**src/rtl/hip_adc_pkg.sv**
```systemverilog
// hip_adc_pkg: capture FSM states and shared constants for the ADC SPI front end
package hip_adc_pkg;
    typedef enum logic [2:0] {IDLE, SETUP, SHIFT, HOLD, GAP} state_t;
    localparam int MIN_DIV   = 2;
    localparam int OVF_CNT_W = 8;
endpackage

```
**src/rtl/hip_sync_fifo.sv**
```systemverilog
// hip_sync_fifo: show-ahead synchronous FIFO with occupancy output
module hip_sync_fifo #(
    parameter int WIDTH = 24,
    parameter int DEPTH = 8,
    localparam int AW = $clog2(DEPTH)
) (
    input  logic             clk,
    input  logic             rst_n,
    input  logic             push,
    input  logic             pop,
    input  logic [WIDTH-1:0] din,
    output logic [WIDTH-1:0] dout,
    output logic             valid,
    output logic             full,
    output logic [AW:0]      level
);
    logic [WIDTH-1:0] mem [DEPTH];
    logic [AW-1:0]    wr_ptr, rd_ptr;
    logic             push_ok, pop_ok;
    assign valid   = level != '0;
    assign full    = level == (AW+1)'(DEPTH);
    assign pop_ok  = pop && valid;
    assign push_ok = push && (!full || pop_ok);
    assign dout    = valid ? mem[rd_ptr] : '0;
    always_ff @(posedge clk or negedge rst_n)
        if (!rst_n) begin
            wr_ptr <= '0;
            rd_ptr <= '0;
            level  <= '0;
        end else begin
            if (push_ok) wr_ptr <= wr_ptr + AW'(1);
            if (pop_ok) rd_ptr <= rd_ptr + AW'(1);
            level <= level + (AW+1)'(push_ok) - (AW+1)'(pop_ok);
        end
    always_ff @(posedge clk)
        if (push_ok) mem[wr_ptr] <= din;
endmodule

```
**src/rtl/hip_adc_spi_capture.sv**
```systemverilog
// hip_adc_spi_capture: periodic SPI-master ADC capture into a show-ahead FIFO; define HIP_ADC_OVF_CNT_EN for the drop counter
module hip_adc_spi_capture
    import hip_adc_pkg::*;
#(
    parameter int SAMPLE_BITS = 24,
    parameter int FIFO_DEPTH  = 8,
    parameter int DIV_W       = 8
) (
    input  logic                          wb_clk_i,
    input  logic                          wb_rst_ni,
    input  logic                          enable_i,
    input  logic [DIV_W-1:0]              clk_div_i,
    input  logic [15:0]                   period_i,
    output logic                          adc_sclk_o,
    output logic                          adc_cs_no,
    input  logic                          adc_miso_i,
    output logic [SAMPLE_BITS-1:0]        sample_data_o,
    output logic                          sample_valid_o,
    input  logic                          sample_ready_i,
    output logic [$clog2(FIFO_DEPTH):0]   fifo_level_o,
    output logic                          overflow_o,
    input  logic                          clear_ovf_i,
    output logic [OVF_CNT_W-1:0]          ovf_count_o,
    output logic                          busy_o
);
    localparam int BW = $clog2(SAMPLE_BITS);
    state_t                 state;
    logic [DIV_W-1:0]       hm1, cnt;
    logic [BW-1:0]          bit_cnt;
    logic [15:0]            pcnt;
    logic [1:0]             miso_sync;
    logic [SAMPLE_BITS-1:0] shreg;
    logic                   pend, push, full, ovf_set, last, last_bit;
    assign hm1      = (clk_div_i < DIV_W'(MIN_DIV)) ? DIV_W'(MIN_DIV) : clk_div_i;
    assign last     = cnt == hm1;
    assign last_bit = bit_cnt == BW'(SAMPLE_BITS - 1);
    assign busy_o   = state != IDLE;
    assign ovf_set  = push && full && !(sample_ready_i && sample_valid_o);
    always_ff @(posedge wb_clk_i or negedge wb_rst_ni)
        if (!wb_rst_ni) begin
            state      <= IDLE;
            cnt        <= '0;
            bit_cnt    <= '0;
            pcnt       <= '0;
            pend       <= 1'b0;
            push       <= 1'b0;
            adc_sclk_o <= 1'b0;
            adc_cs_no  <= 1'b1;
            shreg      <= '0;
            miso_sync  <= '0;
        end else begin
            miso_sync <= {miso_sync[0], adc_miso_i};
            push      <= 1'b0;
            cnt       <= (last || state == IDLE) ? '0 : cnt + DIV_W'(1);
            pcnt      <= (!enable_i || pcnt == period_i) ? '0 : pcnt + 16'd1;
            // a fresh trigger wins over IDLE consuming the previous one
            pend      <= enable_i && (pcnt == period_i || (pend && state != IDLE));
            case (state)
                IDLE: if (pend) begin
                    state     <= SETUP;
                    adc_cs_no <= 1'b0;
                end
                SETUP: if (last) begin
                    state      <= SHIFT;
                    adc_sclk_o <= 1'b1;
                    bit_cnt    <= '0;
                end
                SHIFT: if (last) begin
                    adc_sclk_o <= !adc_sclk_o && !last_bit;
                    if (adc_sclk_o) shreg <= {shreg[SAMPLE_BITS-2:0], miso_sync[1]};
                    else if (last_bit) state <= HOLD;
                    else bit_cnt <= bit_cnt + BW'(1);
                end
                HOLD: if (last) begin
                    state     <= GAP;
                    adc_cs_no <= 1'b1;
                    push      <= 1'b1;
                end
                GAP: if (last) state <= IDLE;
                default: state <= IDLE;
            endcase
        end
    always_ff @(posedge wb_clk_i or negedge wb_rst_ni)
        if (!wb_rst_ni) overflow_o <= 1'b0;
        else overflow_o <= ovf_set || (overflow_o && !clear_ovf_i);
`ifdef HIP_ADC_OVF_CNT_EN
    always_ff @(posedge wb_clk_i or negedge wb_rst_ni)
        if (!wb_rst_ni) ovf_count_o <= '0;
        else ovf_count_o <= ovf_set ? (clear_ovf_i ? OVF_CNT_W'(1) : ovf_count_o + OVF_CNT_W'(ovf_count_o != '1))
                                    : (clear_ovf_i ? '0 : ovf_count_o);
`else
    assign ovf_count_o = '0;
`endif
    hip_sync_fifo #(.WIDTH(SAMPLE_BITS), .DEPTH(FIFO_DEPTH)) u_fifo (
        .clk   (wb_clk_i),
        .rst_n (wb_rst_ni),
        .push  (push),
        .pop   (sample_ready_i),
        .din   (shreg),
        .dout  (sample_data_o),
        .valid (sample_valid_o),
        .full  (full),
        .level (fifo_level_o)
    );
endmodule

```
**config.mk**
```make
export PLATFORM = sky130hd
export DESIGN_NAME = hip_adc_spi_capture
export DESIGN_NICKNAME = d
export VERILOG_FILES = /design/src/rtl/hip_adc_pkg.sv /design/src/rtl/hip_sync_fifo.sv /design/src/rtl/hip_adc_spi_capture.sv
export SDC_FILE = /design/constraint.sdc
export NUM_CORES = 1
export LEC_CHECK = 0
export ABC_CLOCK_PERIOD_IN_PS = 11080
export CORE_MARGIN = 1
export CORE_UTILIZATION = 63
export CTS_CLUSTER_DIAMETER = 50
export DETAILED_ROUTE_END_ITERATION = 7
export HOLD_SLACK_MARGIN = 0.12
export PLACE_DENSITY = 0.86
export SKIP_CTS_REPAIR_TIMING = 1
export SYNTH_ARGS = -nofsm -noshare
export SYNTH_HDL_FRONTEND = slang
export SYNTH_HIERARCHICAL = 1
export SYNTH_SLANG_ARGS = --single-unit
```
**constraint.sdc**
```tcl
create_clock -name wb_clk_i -period 11.08 [get_ports wb_clk_i]
set_input_delay 2.216 -clock wb_clk_i [delete_from_list [all_inputs] [get_ports wb_clk_i]]
set_output_delay 2.216 -clock wb_clk_i [all_outputs]
set_load 0.005 [all_outputs]
```
==> metrics.txt <==
# rows=47; width of the die=134 µm; cts bufs inserted=27; ys flop type=edfxtp_1; Clock Path Buffers=3; final core occ=0.756; Overflow after GRT=0; via count=5895; Synth Instances=625; vias in the first global route=6130; initial antenna violation count=0; Final Max Tran Viols=0; Clock Skews=0.0227 ns; most common cell after layout, fill and taps aside=edfxtp_1; Critical Path End Type=output port; Setup crit start kind=flip-flop; FMAX=183 MHz; Final nets=739; Final Hold Fails=0; Die Height=134 µm; io pins=71; Worst Path Required=8.86 ns; synth top area cells=edfxtp_1, dfrtp_1, mux4_2; Post-synth ARST share=0.275; 1st-iter DRT viols=437; initial core utilization=0.653; WHS=0.355 ns; #FFs+latches synth=265; Post-Place Cells=889; global-route wire length before repair=33900 µm; total global-route track usage=0.255; outcome=completed; Clock Sinks=265; RSZ-0062 raised after global routing=false; worst slew pin tran=1.22 ns; Synth cell types=60; synth warn=6; Leak Pwr=4.71 nW; port bufs=62; min Tclk post-route=5.45 ns; residual DRC count=0; mapped cell area=11000 µm²; die outline area=18000 µm²; CTS tree=done; crit share post-route=0.492; total power=0.00282 W; non-filler cells, final=939; Clk Latency, worst-skew pair=0.53 ns; pin count of the biggest net entering global routing=74; gp weighted congestion=0.821; area leader, netlist=edfxtp_1; Arrival @ worst endpoint=3.24 ns; Fin Setup TNS=0 ns; Post-synth EDFFs=192; share of layout cells above drive strength 1=0.197; Worst Hold Launch=miso_sync[0]$_DFF_PN0_; CTS H-tree lvls=1; TritonRoute pass-1 iters=4; vias per inst=6.28; critical path peak fanout=40; pwr dens=222 nW/µm²; post-route ant nets=0; hold crit path type=reg -> reg; top cell type's share of synthesized area=0.525; final setup fails=0; kind of critical path=reg -> out; commonest non-fill, non-tap cells in the layout=edfxtp_1, dfrtp_1, clkdlybuf4s50_1, mux4_2, nor2_1; Core Region=16800 µm²; syn_area_per_cell=17.6 µm²; Clk pin slew, worst setup/hold paths=0.06 ns; Detail Placement HPWL=11700 µm; max_cap viols=0; n_diodes=0; crit path launch=u_fifo/rd_ptr[0]$_DFFE_PN0N_; area grow syn2layout=15.7%; relative slew slack=0.186; WL per Instance=23.3 µm; register area share after synthesis=0.691; DRT Wirelength=21900 µm; Clock Tree Root=clkbuf_16; reg-to-reg startpoint=u_fifo/level[2]$_DFF_PN0_; peak supply drop=0.162 mV
[through the flow]
step	worst slack, ns	area (µm²)
2_1_floorplan	5.70	11000
3_3_place_gp	6.19	11800
3_5_place_dp	6.16	11800
4_1_cts	5.55	12700
5_1_grt	5.47	12700
6_report	5.63	12700
[power breakdown]
group | internal (W) | switching, W
clock network | 0.000569 | 0.000378
logic | 0.000420 | 0.000281
registers | 0.00109 | 0.0000904
[area by class of cell]
class | instances | area [µm²]
sequential | 265 | 7600
fill | 955 | 4110
multi-input combinational | 321 | 3170
inverter | 13 | 48.8
timing repair buffer | 70 | 678
tap | 220 | 275
clock buffer | 30 | 687
clock inverter | 20 | 250
[state kept, by name, summed over array words and instances (netlist names), 2 cells and up]
| signal | cells |
|---|---|
| u_fifo/rd_ptr | 3 |
| pcnt | 16 |
| state | 3 |
| u_fifo/mem | 192 |
| u_fifo/level | 4 |
| shreg | 24 |
| cnt | 8 |
| u_fifo/wr_ptr | 3 |
| miso_sync | 2 |
| bit_cnt | 5 |
[cells by family (layout without fill, tap and decap cells)]
kind of cell             Yosys count  count (layout)  synth area share
AO/OA/AOI/OAI                     50              50            0.0372
XOR/XNOR                          49              49            0.0391
adder cells (fa/ha/maj)           11              11            0.0132
buffers and inverters             46             133            0.0272
flip-flops                       265             265             0.691
multiplexers                      80              80             0.133
other                              1               8          0.000341
AND/OR/NAND/NOR                  123             123            0.0585
[critical path, cell delays in order (launching register included)]
cell	delay, ns
dfrtp_2	0.58
buf_4	0.65
mux4_1	0.68
a22o_1	0.28
clkdlybuf4s50_1	0.45
[path summary, 6_finish.rpt]
check | depth (start not counted) | to | slack, ns
worst max-delay path | 4 | sample_data_o[2] | 5.63
worst min register to register | 0 | miso_sync[1]$_DFF_PN0_ | 0.36
min in group asynchronous | 1 | pcnt[14]$_DFF_PN0_ | 1.82
max in group asynchronous | 1 | u_fifo/rd_ptr[0]$_DFFE_PN0N_ | 8.52
worst max register to register | 5 | u_fifo/mem[5][2]$_DFFE_PP_ | 8.39
worst min-delay path | 0 | miso_sync[1]$_DFF_PN0_ | 0.36
[layer usage]
| layer | track usage | wire (µm) | vias to the layer above |
|---|---|---|---|
| li1 | - | - | 2563 |
| met1 | 0.332 | 8510 | 3049 |
| met2 | 0.450 | 11600 | 232 |
| met3 | 0.0355 | 1160 | 51 |
| met4 | 0.0787 | 605 | 0 |
| met5 | 0 | 0 | - |
[synth_stat cells, types with 6 or more instances]
cell      number
ha_1          10
buf_4          8
nor3_1         7
nand4_1        6
nand2b_1       6
mux4_1         7
inv_1         13
nand3_1       18
mux2_2        24
nand2_1       14
mux4_2        41
clkbuf_1       7
buf_2          9
buf_6          7
nor2_1        39
nor4_1         6
xor2_1        33
dfrtp_1       72
edfxtp_1     192
xnor2_1       16
a22o_1        24
(Power assumes the default switching activity.)
